## src/rtl/lc3b_mem_bridge.sv

```systemverilog
// LC-3b MAR/MDR memory port to registered pmem handshake bridge.
// Has a one-word read buffer, a saturating hit counter and a pmem timeout with a sticky error flag.
`timescale 1ns/1ps
module lc3b_mem_bridge #(
  parameter int TIMEOUT = 255,
  parameter int CNT_W   = 8
) (
  input  logic        clk,
  input  logic        rst_n,
  input  logic        mem_read,
  input  logic        mem_write,
  input  logic [1:0]  mem_byte_enable,
  input  logic [15:0] mem_address,
  input  logic [15:0] mem_wdata,
  output logic [15:0] mem_rdata,
  output logic        mem_resp,
  input  logic        inval,
  output logic        pmem_read,
  output logic        pmem_write,
  output logic [15:0] pmem_address,
  output logic [15:0] pmem_wdata,
  output logic [1:0]  pmem_byte_enable,
  input  logic [15:0] pmem_rdata,
  input  logic        pmem_resp,
  output logic        mem_err,
  output logic [15:0] hit_count
);

  typedef enum logic [2:0] {
    IDLE   = 3'd0,
    HIT    = 3'd1,
    PREAD  = 3'd2,
    PWRITE = 3'd3,
    RESP   = 3'd4
  } state_t;

  localparam bit              TO_EN   = (TIMEOUT != 0);
  localparam logic [CNT_W-1:0] TO_LAST = CNT_W'(TIMEOUT - 1);
  localparam logic [CNT_W-1:0] CNT_MAX = '1;

  state_t           state_r;
  logic [15:0]      buf_data_r;
  logic [14:0]      buf_tag_r;
  logic             buf_valid_r;
  logic [CNT_W-1:0] wait_cnt_r;

  logic buf_hit_s;
  logic tag_match_s;
  logic timeout_s;
  logic unused_addr_lsb_s;

  function automatic logic [15:0] merge_bytes(input logic [15:0] old_data,
                                              input logic [15:0] new_data,
                                              input logic [1:0]  be);
    merge_bytes = {be[1] ? new_data[15:8] : old_data[15:8],
                   be[0] ? new_data[7:0]  : old_data[7:0]};
  endfunction

  // Memory is word addressed; the byte offset only matters to the CPU.
  assign unused_addr_lsb_s = mem_address[0];

  // Buffer lookup for the incoming request, tag check for the write in flight, wait expiry.
  always_comb begin
    buf_hit_s   = buf_valid_r && (buf_tag_r == mem_address[15:1]);
    tag_match_s = buf_valid_r && (buf_tag_r == pmem_address[15:1]);
    timeout_s   = TO_EN && (wait_cnt_r == TO_LAST);
  end

  // Bridge FSM, registered outputs and read buffer.
  always_ff @(posedge clk or negedge rst_n) begin
    if (!rst_n) begin
      state_r          <= IDLE;
      mem_rdata        <= 16'h0000;
      mem_resp         <= 1'b0;
      pmem_read        <= 1'b0;
      pmem_write       <= 1'b0;
      pmem_address     <= 16'h0000;
      pmem_wdata       <= 16'h0000;
      pmem_byte_enable <= 2'b00;
      mem_err          <= 1'b0;
      hit_count        <= 16'h0000;
      buf_data_r       <= 16'h0000;
      buf_tag_r        <= 15'h0000;
      buf_valid_r      <= 1'b0;
      wait_cnt_r       <= '0;
    end else begin
      case (state_r)
        IDLE: begin
          mem_resp   <= 1'b0;
          wait_cnt_r <= '0;
          if (mem_write) begin
            pmem_address     <= {mem_address[15:1], 1'b0};
            pmem_wdata       <= mem_wdata;
            pmem_byte_enable <= mem_byte_enable;
            pmem_write       <= 1'b1;
            state_r          <= PWRITE;
          end else if (mem_read) begin
            if (buf_hit_s) begin
              state_r <= HIT;
            end else begin
              pmem_address <= {mem_address[15:1], 1'b0};
              pmem_read    <= 1'b1;
              state_r      <= PREAD;
            end
          end else begin
            state_r <= IDLE;
          end
        end
        HIT: begin
          mem_rdata <= buf_data_r;
          hit_count <= (hit_count == 16'hFFFF) ? hit_count : hit_count + 16'd1;
          mem_resp  <= 1'b1;
          state_r   <= RESP;
        end
        PREAD: begin
          // A response arriving on the final wait cycle still completes normally.
          if (pmem_resp) begin
            mem_rdata   <= pmem_rdata;
            buf_data_r  <= pmem_rdata;
            buf_tag_r   <= pmem_address[15:1];
            buf_valid_r <= 1'b1;
            pmem_read   <= 1'b0;
            mem_resp    <= 1'b1;
            wait_cnt_r  <= '0;
            state_r     <= RESP;
          end else if (timeout_s) begin
            mem_rdata  <= 16'h0000;
            mem_err    <= 1'b1;
            pmem_read  <= 1'b0;
            mem_resp   <= 1'b1;
            wait_cnt_r <= '0;
            state_r    <= RESP;
          end else begin
            wait_cnt_r <= (wait_cnt_r == CNT_MAX) ? wait_cnt_r : wait_cnt_r + CNT_W'(1);
          end
        end
        PWRITE: begin
          if (pmem_resp) begin
            if (tag_match_s) begin
              buf_data_r <= merge_bytes(buf_data_r, pmem_wdata, pmem_byte_enable);
            end else begin
              buf_data_r <= buf_data_r;
            end
            pmem_write <= 1'b0;
            mem_resp   <= 1'b1;
            wait_cnt_r <= '0;
            state_r    <= RESP;
          end else if (timeout_s) begin
            mem_rdata  <= 16'h0000;
            mem_err    <= 1'b1;
            pmem_write <= 1'b0;
            mem_resp   <= 1'b1;
            wait_cnt_r <= '0;
            state_r    <= RESP;
          end else begin
            wait_cnt_r <= (wait_cnt_r == CNT_MAX) ? wait_cnt_r : wait_cnt_r + CNT_W'(1);
          end
        end
        RESP: begin
          mem_resp <= 1'b0;
          state_r  <= IDLE;
        end
        default: begin
          mem_resp   <= 1'b0;
          pmem_read  <= 1'b0;
          pmem_write <= 1'b0;
          wait_cnt_r <= '0;
          state_r    <= IDLE;
        end
      endcase
      // Invalidate overrides a fill or merge landing on the same edge.
      if (inval) begin
        buf_valid_r <= 1'b0;
      end
    end
  end

endmodule

```

## config.mk

```make
export PLATFORM = sky130hd
export DESIGN_NAME = lc3b_mem_bridge
export DESIGN_NICKNAME = d
export VERILOG_FILES = /design/src/rtl/lc3b_mem_bridge.sv
export SDC_FILE = /design/constraint.sdc
export NUM_CORES = 1
export LEC_CHECK = 0
export ABC_CLOCK_PERIOD_IN_PS = 5600
export BUFFER_PORTS_ARGS = -buffer_cell sky130_fd_sc_hd__clkbuf_2
export CAP_MARGIN = 0
export CORE_MARGIN = 10
export CORE_UTILIZATION = 45
export CTS_CLUSTER_SIZE = 12
export DETAILED_ROUTE_END_ITERATION = 10
export GPL_ROUTABILITY_DRIVEN = 1
export MAX_ROUTING_LAYER = met4
export PLACE_DENSITY = 0.81
export SLEW_MARGIN = 10
export SYNTH_ARGS = -nofsm -noshare
export SYNTH_HDL_FRONTEND = slang
export SYNTH_SLANG_ARGS = --single-unit
```

## constraint.sdc

```tcl
create_clock -name clk -period 5.6 [get_ports clk]
set_clock_uncertainty 0.05 [all_clocks]
set_input_delay 0.56 -clock clk [delete_from_list [all_inputs] [get_ports clk]]
set_output_delay 0.56 -clock clk [all_outputs]
set_load 0.005 [all_outputs]
```

* Word level (Yosys, flattened, before mapping)
Index checks and enable logic that the tools add are counted. Widths: inputs -> output; s select.
Storage, ports and cells: output and inout bits 70, memories kept 0, bits of input ports 56, bits in read-only memories 0, word-level logic and storage cells 107, latch bits 0, flip-flop bits (word level) 113, RAM bits 0
Operators by class: $mul 0, equal/unequal tests 24, reductions and logical operators 24, divide/modulo/power cells 0, bitwise operators 5, mux-type cells 37, add/subtract/negate cells 2, $lt $le $gt $ge 0, shifts and indexed selects 0
Operator list (count):
- $mux 16 | 9
- $pmux 16 s3 | 1
- $mux 8 | 5
- $pmux 16 s2 | 1
- $eq 15x15->1 | 2
- $ne 2x2->1 const B | 11
- $add 16x1->16 const B | 1
- $eq 16x16->1 const B | 1
- $eq 8x8->1 const B | 2
- $pmux 8 s2 | 1
- $reduce_and 5->1 | 3
- $mux 3 | 4
- $reduce_and 2->1 | 6
- $mux 1 | 11
- $pmux 3 s3 | 1
- $reduce_and 3->1 | 3
- $add 8x1->8 const B | 1
- $reduce_bool 2->1 | 4
- $eq 3x2->1 const B | 2
- $ne 3x3->1 const B | 2
- $pmux 1 s3 | 2
- $reduce_or 3->1 | 2
- $not 1->1 | 5
- $ne 4x4->1 const B | 1
- other kinds (9) | 11

* Depth between registers and ports, before layout
Gate-level depths: netlist of the first run.
depth in word-level cells 6, mapped depth 8

* Worst setup path after synthesis of the first run
No wires, ideal clock.
path kind input port to flip-flop, start point input port mem_address[15], end point register pmem_address[10], cell stages on the path 6, path slack 3622 ps, arrival 1803 ps, cells stage by stage xnor2_1 nand4_1 nor4_4 o21ai_4 buf_6 mux2_4
On the way: cells in the longest elaborated chain, start to end 4
RTL lines:
- start, declared | RTL line 13 | input logic [15:0] mem_address,
- $eq 15x15->1 | RTL line 64 | buf_hit_s = buf_valid_r && (buf_tag_r == mem_address[15:1]);
- $logic_and 1x1->1 | RTL line 64
- $ne 2x2->1 (no source line)
- $reduce_and 3->1 (no source line)
- end signal, assigned | RTL line 92 | pmem_address <= {mem_address[15:1], 1'b0};
- end signal, assigned | RTL line 101 | pmem_address <= {mem_address[15:1], 1'b0};
- end, declared | RTL line 20 | output logic [15:0] pmem_address,
No other way between the ends. A chain may end at the register's enable or synchronous reset.

* Worst setup path after layout of the first run
start point register state_r[2], end point register pmem_address[15]
On the way: cells in the longest elaborated chain, start to end 2
RTL lines:
- start, declared | RTL line 41 | state_t state_r;
- start signal, assigned | RTL line 72 | state_r <= IDLE;
- start signal, assigned | RTL line 96 | state_r <= PWRITE;
- start signal, assigned | RTL line 99 | state_r <= HIT;
- $logic_not 3->1 | RTL line 87 | case (state_r)
- $reduce_and 3->1 (no source line)
No other way between the ends.

==> out/results.env, run 1 <==
CRIT_PATH_START_KIND='register'
POST_ROUTE_CELLS_DRIVE_ABOVE_1_SHARE_PCT=30.00
CTS_SETUP_BUFFERS=0
DETAILED_ROUTER_S_FIRST_ITERATION_VIOLATION_COUNT=289
WIRELENGTH_UM=14060
DRT-WIRELENGTH-PER-CELL_UM=18.92
WORST_EP_ARRIVAL_TIME_PS=3040
GRT.TOTAL_USAGE_PCT=17.49
MAX-VDD-IR-DROP_mV=0.3644
GRT_FIRST_PASS_WIRELENGTH_UM=22890
MAPPEDNETLISTAREA_UM2=5303
TIMING_MAX_TRANSITION_VIOLATIONS_FINAL=0
TIMING.SETUP.CRITICAL_PATH_CLASS='register to register'
CP.REQUIRED_PS=5790
CTS.PATH.MAX_BUFFERS=2
N_ANTENNA_CELL=0
LAYOUT.FILLER_CELLS=957
SEQCELLAREA_UM2=2803
CLOCK-ROOT-BUFFER='sky130_fd_sc_hd__clkbuf_16'
CRIT_PATH_END_KIND='register'
AREA.GROWTH.SYNTH_TO_FINAL_PCT=18.43
SYNTH_SEQ_AREA_SHARE_PCT=52.86
HOLDCRITPATHCLASS='primary input to async pin'
CTS_INSERTED_BUFFERS=9
SYNTH.FF_LATCH_COUNT=112
CLK_LATENCY_PS=350
P_TOTAL_W=0.003328
VIA_COUNT=4270
WORST_PIN_SLEW_PS=1117
POST-PLACE-CELLS=729
ANTENNA_VIOLATIONS_BEFORE_REPAIR=0
DRC=0
FINAL_CORE_UTIL_PCT=54.76
FIN_TNS_SETUP_PS=0
GR_OVFL_TOTAL=0
GLOBALPLACE.CONGESTION=0.8943
ROUTE.DETAILED.VIAS_PER_INST=5.747
MAX_CAP_VIOL_COUNT=0
TRITONCTS='yes'
FP.DIEW_UM=128.6
UNREPAIRED_SETUP_ENDPOINTS_AFTER_GLOBAL_ROUTING='no'
SYN_NETS=546
REPORT.FINAL.HOLD_VIOL_COUNT=0
MULTIINPUTGATEAREA_UM2=2361
CLOCK_SINKS=112
SLEW_HEADROOM_PCT=25.33
CPPEAKSTAGEDELAY_PS=710
CRIT_FANOUT=29
YOSYS_WARNINGS=0
CORE.ROWCOUNT=39
CRITPATHSLOWESTCELL='sky130_fd_sc_hd__dfrtp_1'
GRT_PASS1_VIAS=4453
GRT_START_MAX_NET_PINS=62
CORE_REGION_AREA_UM2=11470
REPORT.FINAL.SETUP_VIOL=0
YS_FLOP_TYPE='sky130_fd_sc_hd__dfrtp_1'
DIE_HEIGHT_UM=128.6
TIMING.FMAX_MHz=350.7
DRT.ANTENNA.VIOLATING_NETS=0
DIE_AREA_UM2=16530
FLOORPLAN.INITIALDENSITY_PCT=46.24
FINALWORSTPATHREQUIREDPERIOD_PS=2851
DETAIL_ROUTE.FIRST_PASS.ITERATIONS=5
WORST_SETUP_HOLD_PATH_CLK_SLEW_PS=70
OUTCOME='completed'
CTS_HTREE_LEVELS=3
CRIT_CHAIN='nor3_2 -> nand2_1 -> o21ai_4 -> mux2_2'
FINAL.PERIOD_UTILIZATION_PCT=50.92
CTS_RESIZED=0
CTS.HOLD.BUFFERS_ADDED=0
SYNTHESIZED_AREA_PER_CELL_UM2=10.89
INSTANCES_NO_FILL=743
RATIO_OF_TOTAL_POWER_TO_CELL_AREA_nW_PER_UM2=530.0
POWER_LEAKAGE_nW=2.895
IOS=126
SYNTH-ASYNC-RESET-RATIO_PCT=100.0
SYNTH_CELL_TYPES=46
NETLIST_INSTANCES=487
PORT-BUFFER-COUNT=123
DP_HPWL_UM=10480
NUM-NETS-FINAL=656
SYNTH_ENABLE_FLOP_CELLS=0
## metal layers
layer  wire (um)  share of wire, %  global-route usage, %
met2        6796                48                  28.06
met4         343               2.4                  6.418
met3         917               6.5                  3.943
met5           0                 0                      -
met1        6001                43                  21.19
## path summary, 6_finish.rpt
path,from,end,slack (ps),depth (start not counted)
setup reg to reg,state_r[2],pmem_address[15],2750,4
min in group clk,inval,buf_valid_r,320,2
hold / removal,rst_n,pmem_address[4],190,1
hold reg to reg,mem_err,mem_err,420,1
max in group asynchronous,rst_n,hit_count[3],4070,2
setup / recovery,state_r[2],pmem_address[15],2750,4
## cells by family (layout without fill, tap and decap cells)
kind of cell / count (synthesis) / count (layout) / synth area share (%)
muxes: 34 / 34 / 7.857
xor gates and xnor gates: 44 / 44 / 7.268
and+or+nand+nor: 181 / 181 / 16.87
adders and majority gates: 3 / 3 / 0.7080
other: 1 / 1 / 0.07072
AOI/OAI and AO/OA: 82 / 82 / 11.70
buffers and inverters: 30 / 143 / 2.666
DFF: 112 / 112 / 52.86
## placed cells by master, fill, tap and decap left out, types with 5 or more instances in the layout
cell	instances
sky130_fd_sc_hd__clkbuf_2	122
sky130_fd_sc_hd__dfrtp_1	112
sky130_fd_sc_hd__nand2_1	87
sky130_fd_sc_hd__xnor2_1	41
sky130_fd_sc_hd__nand4_1	27
sky130_fd_sc_hd__mux2_2	25
sky130_fd_sc_hd__o211ai_1	17
sky130_fd_sc_hd__nor2_1	16
sky130_fd_sc_hd__a22oi_1	16
sky130_fd_sc_hd__o2bb2ai_1	16
sky130_fd_sc_hd__nand3_1	15
sky130_fd_sc_hd__mux2_4	9
sky130_fd_sc_hd__clkbuf_16	9
sky130_fd_sc_hd__a21oi_1	7
sky130_fd_sc_hd__and3_1	7
sky130_fd_sc_hd__nor3_1	5
sky130_fd_sc_hd__o21ai_0	5
## area by class of cell
type	count	share of cell area [%]
well taps	143	2.849
inverters	3	0.1793
repair buffers	126	10.20
clock inverters	5	0.9564
multi-input cells	345	37.60
clock buffers	9	3.586
flip-flops and latches	112	44.63
## registers in the layout, indices dropped and copies added, names as in the netlist
register,count
buf_data_r,16
hit_count,16
mem_rdata,16
pmem_wdata,16
buf_tag_r,15
pmem_address,15
wait_cnt_r,8
state_r,3
pmem_byte_enable,2
buf_valid_r,1
mem_err,1
mem_resp,1
pmem_read,1
pmem_write,1
## critical path, delay by kind of cell (launching register included)
| family | cells | cell delay (ps) |
|---|---|---|
| compound gates | 1 | 530 |
| flops | 1 | 710 |
| mux | 1 | 400 |
| simple gates | 2 | 1040 |
## report_power, final
part	switching (W)	internal (W)	leakage [nW]
clock network	0.000288	0.000343	0.137
logic	0.000597	0.000619	1.34
registers	0.000357	0.00112	1.41
total	0.00124	0.00209	2.89
## synthesized netlist by cell type (4+ instances only)
master | n | area share [%]
sky130_fd_sc_hd__a21oi_1 | 7 | 0.66
sky130_fd_sc_hd__and3_1 | 7 | 0.83
sky130_fd_sc_hd__dfrtp_1 | 112 | 53
sky130_fd_sc_hd__nor2_1 | 17 | 1.2
sky130_fd_sc_hd__nand4_1 | 27 | 3.2
sky130_fd_sc_hd__a22oi_1 | 16 | 2.3
sky130_fd_sc_hd__clkbuf_1 | 13 | 0.92
sky130_fd_sc_hd__o2bb2ai_1 | 16 | 2.6
sky130_fd_sc_hd__xnor2_1 | 41 | 6.8
sky130_fd_sc_hd__mux2_4 | 9 | 2.5
sky130_fd_sc_hd__nand3_1 | 15 | 1.4
sky130_fd_sc_hd__o211ai_1 | 17 | 2.4
sky130_fd_sc_hd__mux2_2 | 25 | 5.3
sky130_fd_sc_hd__o21ai_0 | 5 | 0.47
sky130_fd_sc_hd__a31oi_1 | 4 | 0.47
sky130_fd_sc_hd__nor3_1 | 5 | 0.47
sky130_fd_sc_hd__nand2_1 | 87 | 6.2
sky130_fd_sc_hd__buf_2 | 11 | 1.0
## per-stage QoR
step,area (um2),setup slack (ps),hold slack (ps)
2_1_floorplan,5303,3622,214.4
3_3_place_gp,5995,2912,398.0
3_5_place_dp,5995,2815,414.5
4_1_cts,6280,2788,214.2
5_1_grt,6280,2544,244.2
6_report,6280,2749,189.9
No activity file was read; power rests on OpenSTA's default activity.
==> inputs of run 2 (changes only) <==
ABC_CLOCK_PERIOD_IN_PS = 2500   (was 5600)
PLACE_DENSITY = 0.83   (was 0.81)
clock period = 2.5 ns   (was 5.6 ns; I/O delays follow)
==> run 2 against run 1 <==
Power up 130%; non-clock buffer count up 9; setup slack worse by 2400 ps; maximum frequency up 32%; via count up 1.3%; largest power group unchanged; highest routed layer unchanged.
==> out/results.env, run 2 (synthesis gave the netlist of run 1 again) <==
REPORT.FINAL.SETUP_VIOL=0
GLOBALPLACE.CONGESTION=0.9259
AREA.GROWTH.SYNTH_TO_FINAL_PCT=20.76
GRT_FIRST_PASS_WIRELENGTH_UM=23320
CELL_INTERNAL_PWR_W=0.004872
WIRELENGTH_UM=14280
FLOORPLAN.INITIALDENSITY_PCT=46.24
SEQCELLAREA_UM2=2803
POWER_FRAC_SEQ_PCT=42.6
ANTENNA_VIOLATIONS_BEFORE_REPAIR=1
CLOCK_SINKS=112
SWITCHING_SHARE_PCT=36.46
DIE_HEIGHT_UM=128.6
LAYOUT.FILLER_CELLS=945
DIE_AREA_UM2=16530
CTS.PATH.MAX_BUFFERS=2
MAX_CAP_VIOL_COUNT=0
VIA_COUNT=4327
REPORT.FINAL.HOLD_VIOL_COUNT=0
MULTIINPUTGATEAREA_UM2=2361
DRC=0
DETAIL_ROUTE.FIRST_PASS.ITERATIONS=4
POWER_LEAKAGE_nW=2.964
WORSTPATHBUFFERINVERTERCOUNT=0
CP.REQUIRED_PS=2690
POWER_SWITCHING_W=0.002796
TRITONCTS='yes'
CRIT_PATH_START_KIND='register'
CRIT_PATH_END_KIND='register'
CRIT_FANOUT=16
FIN_TNS_SETUP_PS=0
MAX-VDD-IR-DROP_mV=0.6995
GRT.TOTAL_USAGE_PCT=17.99
TIMING_MAX_TRANSITION_VIOLATIONS_FINAL=0
CORE.ROWCOUNT=39
CRITPATHSLOWESTCELL='sky130_fd_sc_hd__o21ai_4'
GRT_START_MAX_NET_PINS=62
DRT.ANTENNA.VIOLATING_NETS=0
DETAILED_ROUTER_S_FIRST_ITERATION_VIOLATION_COUNT=268
CLKPWRFRAC_PCT=20.4
COMMONEST_CELLS_AFTER_ROUTING_FILL_AND_TAPS_ASIDE='sky130_fd_sc_hd__clkbuf_2, sky130_fd_sc_hd__dfrtp_1, sky130_fd_sc_hd__nand2_1'
WORST_PIN_SLEW_PS=700.7
TIMING.SETUP.CRITICAL_PATH_CLASS='register to register'
CTS_SETUP_BUFFERS=0
CTS_HTREE_LEVELS=3
WORST_SETUP_HOLD_PATH_CLK_SLEW_PS=70
DP_HPWL_UM=10710
NUM-NETS-FINAL=665
POST_ROUTE_CELL_AREA_UM2=6404
ROUTE.DETAILED.VIAS_PER_INST=5.739
CTS_INSERTED_BUFFERS=9
CORE_REGION_AREA_UM2=11470
UNREPAIRED_SETUP_ENDPOINTS_AFTER_GLOBAL_ROUTING='no'
WORST_EP_ARRIVAL_TIME_PS=2350
GR_OVFL_TOTAL=0
IOS=126
FINALWORSTPATHREQUIREDPERIOD_PS=2158
CPPEAKSTAGEDELAY_PS=600
CLOCK-ROOT-BUFFER='sky130_fd_sc_hd__clkbuf_16'
GRT_PASS1_VIAS=4580
SLEW_HEADROOM_PCT=53.11
POST_ROUTE_CELLS_DRIVE_ABOVE_1_SHARE_PCT=30.66
OUTCOME='completed'
FP.DIEW_UM=128.6
P_COMB_SHARE_PCT=37.0
HOLDCRITPATHCLASS='primary input to register'
TOP_FAMILY_BY_DELAY_ON_CRITICAL_PATH='compound AO/OA/AOI/OAI gates'
TIMING.HOLD.WS_PS=74.08
RATIO_OF_TOTAL_POWER_TO_CELL_AREA_nW_PER_UM2=1197
CRIT_CHAIN='nor3_2 -> nand2_1 -> o21ai_4 -> mux2_2'
LAYOUT_COMMONEST_CELL='sky130_fd_sc_hd__clkbuf_2'
PORT-BUFFER-COUNT=123
DRT-WIRELENGTH-PER-CELL_UM=18.94
TIMING.FMAX_MHz=463.4
DPL_CELL_AREA_UM2=6060
CLK_LATENCY_PS=350
FINAL.PERIOD_UTILIZATION_PCT=86.33
==> run 2: cell count changes in the layout (fill, tap and decap cells not counted) <==
cell                            before  now
sky130_fd_sc_hd__clkbuf_1            0    1
sky130_fd_sc_hd__diode_2             0    1
sky130_fd_sc_hd__buf_4               4   10
sky130_fd_sc_hd__clkbuf_8            0    2
sky130_fd_sc_hd__bufinv_16           1    2
sky130_fd_sc_hd__clkinv_4            2    0
sky130_fd_sc_hd__clkinvlp_4          1    0
sky130_fd_sc_hd__buf_12              0    1
sky130_fd_sc_hd__dlygate4sd3_1       0    2
==> run 2: stage by stage <==
step           std cells  util (%)  setup WS [ps]  total power, W
5_1_grt              754     55.84          203.8        0.008142
3_3_place_gp         736     52.84          465.2        0.005963
3_5_place_dp         736     52.84          369.6        0.006121
4_1_cts              753     55.82          354.8        0.007719
6_report             754     55.84          341.9        0.007668
2_1_floorplan        487         -          687.6        0.005015
==> run 2: area by class of cell <==
cell class	count	area share, %
inverter	3	0.1758
sequential	112	43.77
timing repair buffer	135	11.33
clock inverter	3	1.016
tap	143	2.794
clock buffer	12	4.005
antenna	1	0.03908
multi-input combinational	345	36.87
==> run 2: what timing repair did <==
action	in CTS	in global routing
endpoints found under the hold margin	52	0
resized for setup	0	0
hold buffers	2	0
==> run 2: metal layers <==
metal / global-route usage (%) / routed length (um) / vias up
li1: - / - / 1998
met2: 29.08 / 7098 / 142
met3: 2.916 / 812 / 24
met4: 8.120 / 364 / 0
met1: 21.73 / 6008 / 2163
met5: - / 0 / -
==> run 2: power groups by stage <==
stage          logic, W  registers (W)  clock network, W
2_1_floorplan   0.00194        0.00307                 0
3_3_place_gp    0.00272        0.00324                 0
3_5_place_dp    0.00284        0.00328                 0
4_1_cts         0.00286        0.00326           0.00160
5_1_grt         0.00312        0.00335           0.00167
6_report        0.00284        0.00327           0.00156
==> run 2: path summary, 6_finish.rpt <==
check                      slack [ps]    startpoint  depth (start not counted)             endpoint
hold reg to reg                   420       mem_err                          1              mem_err
setup / recovery                  340    state_r[1]                          4      pmem_address[1]
hold / removal                     70  mem_wdata[0]                          2        pmem_wdata[0]
min in group asynchronous         450         rst_n                          2  pmem_byte_enable[1]
max in group asynchronous        1170         rst_n                          3      pmem_address[2]
setup reg to reg                  340    state_r[1]                          4      pmem_address[1]
==> inputs of run 3 (changes only) <==
GPL_TIMING_DRIVEN = 0   (was unset)
==> run 3 against run 2 <==
Sequential share of layout area decreased by 0.63 points; hold slack hardly changed; utilization increased by 0.82 points; first-iteration DRC count fell by 4.1%; via count is 0.49% higher; critical path type unchanged; critical endpoint is now pmem_address[11]; largest cell class unchanged; largest power group unchanged.
==> out/results.env, run 3 (synthesis gave the netlist of run 1 again) <==
OUTCOME='completed'
SETUP_SLACK_AT_PLACEMENT_PS=407.7
TIMING.SETUP.CRITICAL_PATH_CLASS='register to register'
CRIT_PATH_START_KIND='register'
NUM-NETS-FINAL=683
CP.REQUIRED_PS=2690
POWER_LEAKAGE_nW=3.010
IOS=126
DIE_AREA_UM2=16530
DETAILED_ROUTER_S_FIRST_ITERATION_VIOLATION_COUNT=257
DRT.ANTENNA.VIOLATING_NETS=0
DETAIL_ROUTE.FIRST_PASS.ITERATIONS=5
GRT.TOTAL_USAGE_PCT=18.28
GR_OVFL_TOTAL=0
WORST_PIN_SLEW_PS=560.1
CORE.ROWCOUNT=39
UNREPAIRED_SETUP_ENDPOINTS_AFTER_GLOBAL_ROUTING='no'
FINAL_CRITICAL_PATH_SETUP_SLACK_PS=405.5
ANTENNA_VIOLATIONS_BEFORE_REPAIR=0
DRC=0
FINAL.PERIOD_UTILIZATION_PCT=83.78
WORST_EP_ARRIVAL_TIME_PS=2280
CRITPATHSLOWESTCELL='sky130_fd_sc_hd__nor4_4'
LAYOUT_COMMONEST_CELL='sky130_fd_sc_hd__clkbuf_2'
CTS_HTREE_LEVELS=3
RATIO_OF_TOTAL_POWER_TO_CELL_AREA_nW_PER_UM2=1208
FP.DIEW_UM=128.6
CRIT_PATH_END_KIND='register'
CLK_LATENCY_PS=350
PORT-BUFFER-COUNT=123
DPL_CELL_AREA_UM2=6133
DIE_HEIGHT_UM=128.6
HOLDCRITPATHCLASS='primary input to register'
LAYOUT.FILLER_CELLS=959
DP_HPWL_UM=11170
TIMING.FMAX_MHz=477.4
POST_ROUTE_CELLS_DRIVE_ABOVE_1_SHARE_PCT=30.68
TOP_FAMILY_BY_DELAY_ON_CRITICAL_PATH='simple AND/OR/NAND/NOR gates'
SLEW_HEADROOM_PCT=62.27
CTS_RESIZED=0
GRT_START_MAX_NET_PINS=87
VIA_COUNT=4348
GLOBALPLACE.CONGESTION=0.9012
P_TOTAL_W=0.007850
POST_ROUTE_CELL_AREA_UM2=6497
WORST_SETUP_HOLD_PATH_CLK_SLEW_PS=70
CLOCK-ROOT-BUFFER='sky130_fd_sc_hd__clkbuf_16'
CRIT_CHAIN='xnor2_1 -> nand4_1 -> nor4_4 -> o21ai_4 -> buf_6 -> mux2_4'
RR_ENDPOINT='pmem_address[11]'
FLOORPLAN.INITIALDENSITY_PCT=46.24
REPORT.FINAL.SETUP_VIOL=0
AREA.GROWTH.SYNTH_TO_FINAL_PCT=22.53
ROUTE.DETAILED.VIAS_PER_INST=5.632
WIRELENGTH_UM=14660
TRITONCTS='yes'
COMMONEST_CELLS_AFTER_ROUTING_FILL_AND_TAPS_ASIDE='sky130_fd_sc_hd__clkbuf_2, sky130_fd_sc_hd__dfrtp_1, sky130_fd_sc_hd__nand2_1'
HOLDCRITSTARTPOINT='mem_byte_enable[1]'
N_ANTENNA_CELL=0
CPPEAKSTAGEDELAY_PS=440
MAX-VDD-IR-DROP_mV=0.7023
CRIT_FANOUT=10
CTS.PATH.MAX_BUFFERS=2
COUNT_OF_CELLS_ALONG_THE_WORST_REGISTER_TO_REGISTER_PATH=6
CTS_INSERTED_BUFFERS=9
MAX_CAP_VIOL_COUNT=0
FINALWORSTPATHREQUIREDPERIOD_PS=2094
TIMING.HOLD.WORST_ENDPOINT='pmem_byte_enable[1]'
SETUP.REG_TO_REG.WORST_SLACK_PS=410
GRT_PASS1_VIAS=4563
TIMING_MAX_TRANSITION_VIOLATIONS_FINAL=0
CORE_REGION_AREA_UM2=11470
CLOCK_SINKS=112
REGTOREGSTARTPOINT='buf_tag_r[2]'
DRT-WIRELENGTH-PER-CELL_UM=18.99
GRT_FIRST_PASS_WIRELENGTH_UM=23470
REPORT.FINAL.HOLD_VIOL_COUNT=0
HOLDPATHSTAGES=2
WORSTPATHBUFFERINVERTERCOUNT=1
-- run 3: cell type report --
type	instances	area (um2)	share of cell area (%)
flip-flops and latches	112	2803	43.14
multi-input cells	345	2359	36.30
repair buffers	126	671.9	10.34
clock buffers	9	225.2	3.466
well taps	143	178.9	2.754
plain buffers	27	130.1	2.003
clock inverters	7	118.9	1.829
inverters	3	11.26	0.1733
-- run 3: worst reg2reg max path, delay by kind of cell (launching register included) --
kind / cells / cell delay [ps]
muxes: 1 / 310
buffers and inverters: 1 / 200
and+or+nand+nor: 2 / 640
DFF: 1 / 420
AOI/OAI and AO/OA: 1 / 170
xor gates and xnor gates: 1 / 180
-- run 3: routing by layer --
metal / vias to the layer above / track usage (%) / routed length (um)
met5: - / - / 0
li1: 2026 / - / -
met3: 19 / 3.573 / 820
met4: 0 / 6.614 / 256
met2: 151 / 29.97 / 7405
met1: 2152 / 21.99 / 6177
-- run 3: metrics by stage --
stage | util (%) | TNS, ps | hold slack (ps) | std cells
after floorplan | - | 0 | -95.59 | 487
after global routing | 56.66 | 0 | 59.92 | 772
final | 56.66 | 0 | 74.44 | 772
after detailed placement | 53.49 | 0 | 100.3 | 754
after CTS | 56.66 | 0 | 67.99 | 772
after global placement | 53.17 | -40010 | 373.9 | 753
-- run 3: worst max-delay path by stage --
stage / from / cells past startpoint / slack, ps / to
global placement: rst_n / 1 / -370 / hit_count[15]
CTS: buf_tag_r[2] / 6 / 380 / pmem_address[11]
floorplan: wait_cnt_r[0] / 7 / 690 / wait_cnt_r[3]
detailed placement: buf_tag_r[2] / 6 / 410 / pmem_address[14]
finish: buf_tag_r[2] / 6 / 410 / pmem_address[11]
global route: buf_tag_r[4] / 6 / 240 / buf_data_r[9]
-- run 3: where the power goes --
part | switching, W | total [W] | internal (W)
combinational | 0.00154 | 0.00300 | 0.00146
sequential | 0.000665 | 0.00318 | 0.00252
clock | 0.000682 | 0.00166 | 0.000982
-- run 3: repair_timing --
item / 4_1_cts / 5_1_grt
setup buffers: 0 / 0
hold buffers: 2 / 0
hold endpoints to repair: 27 / 0
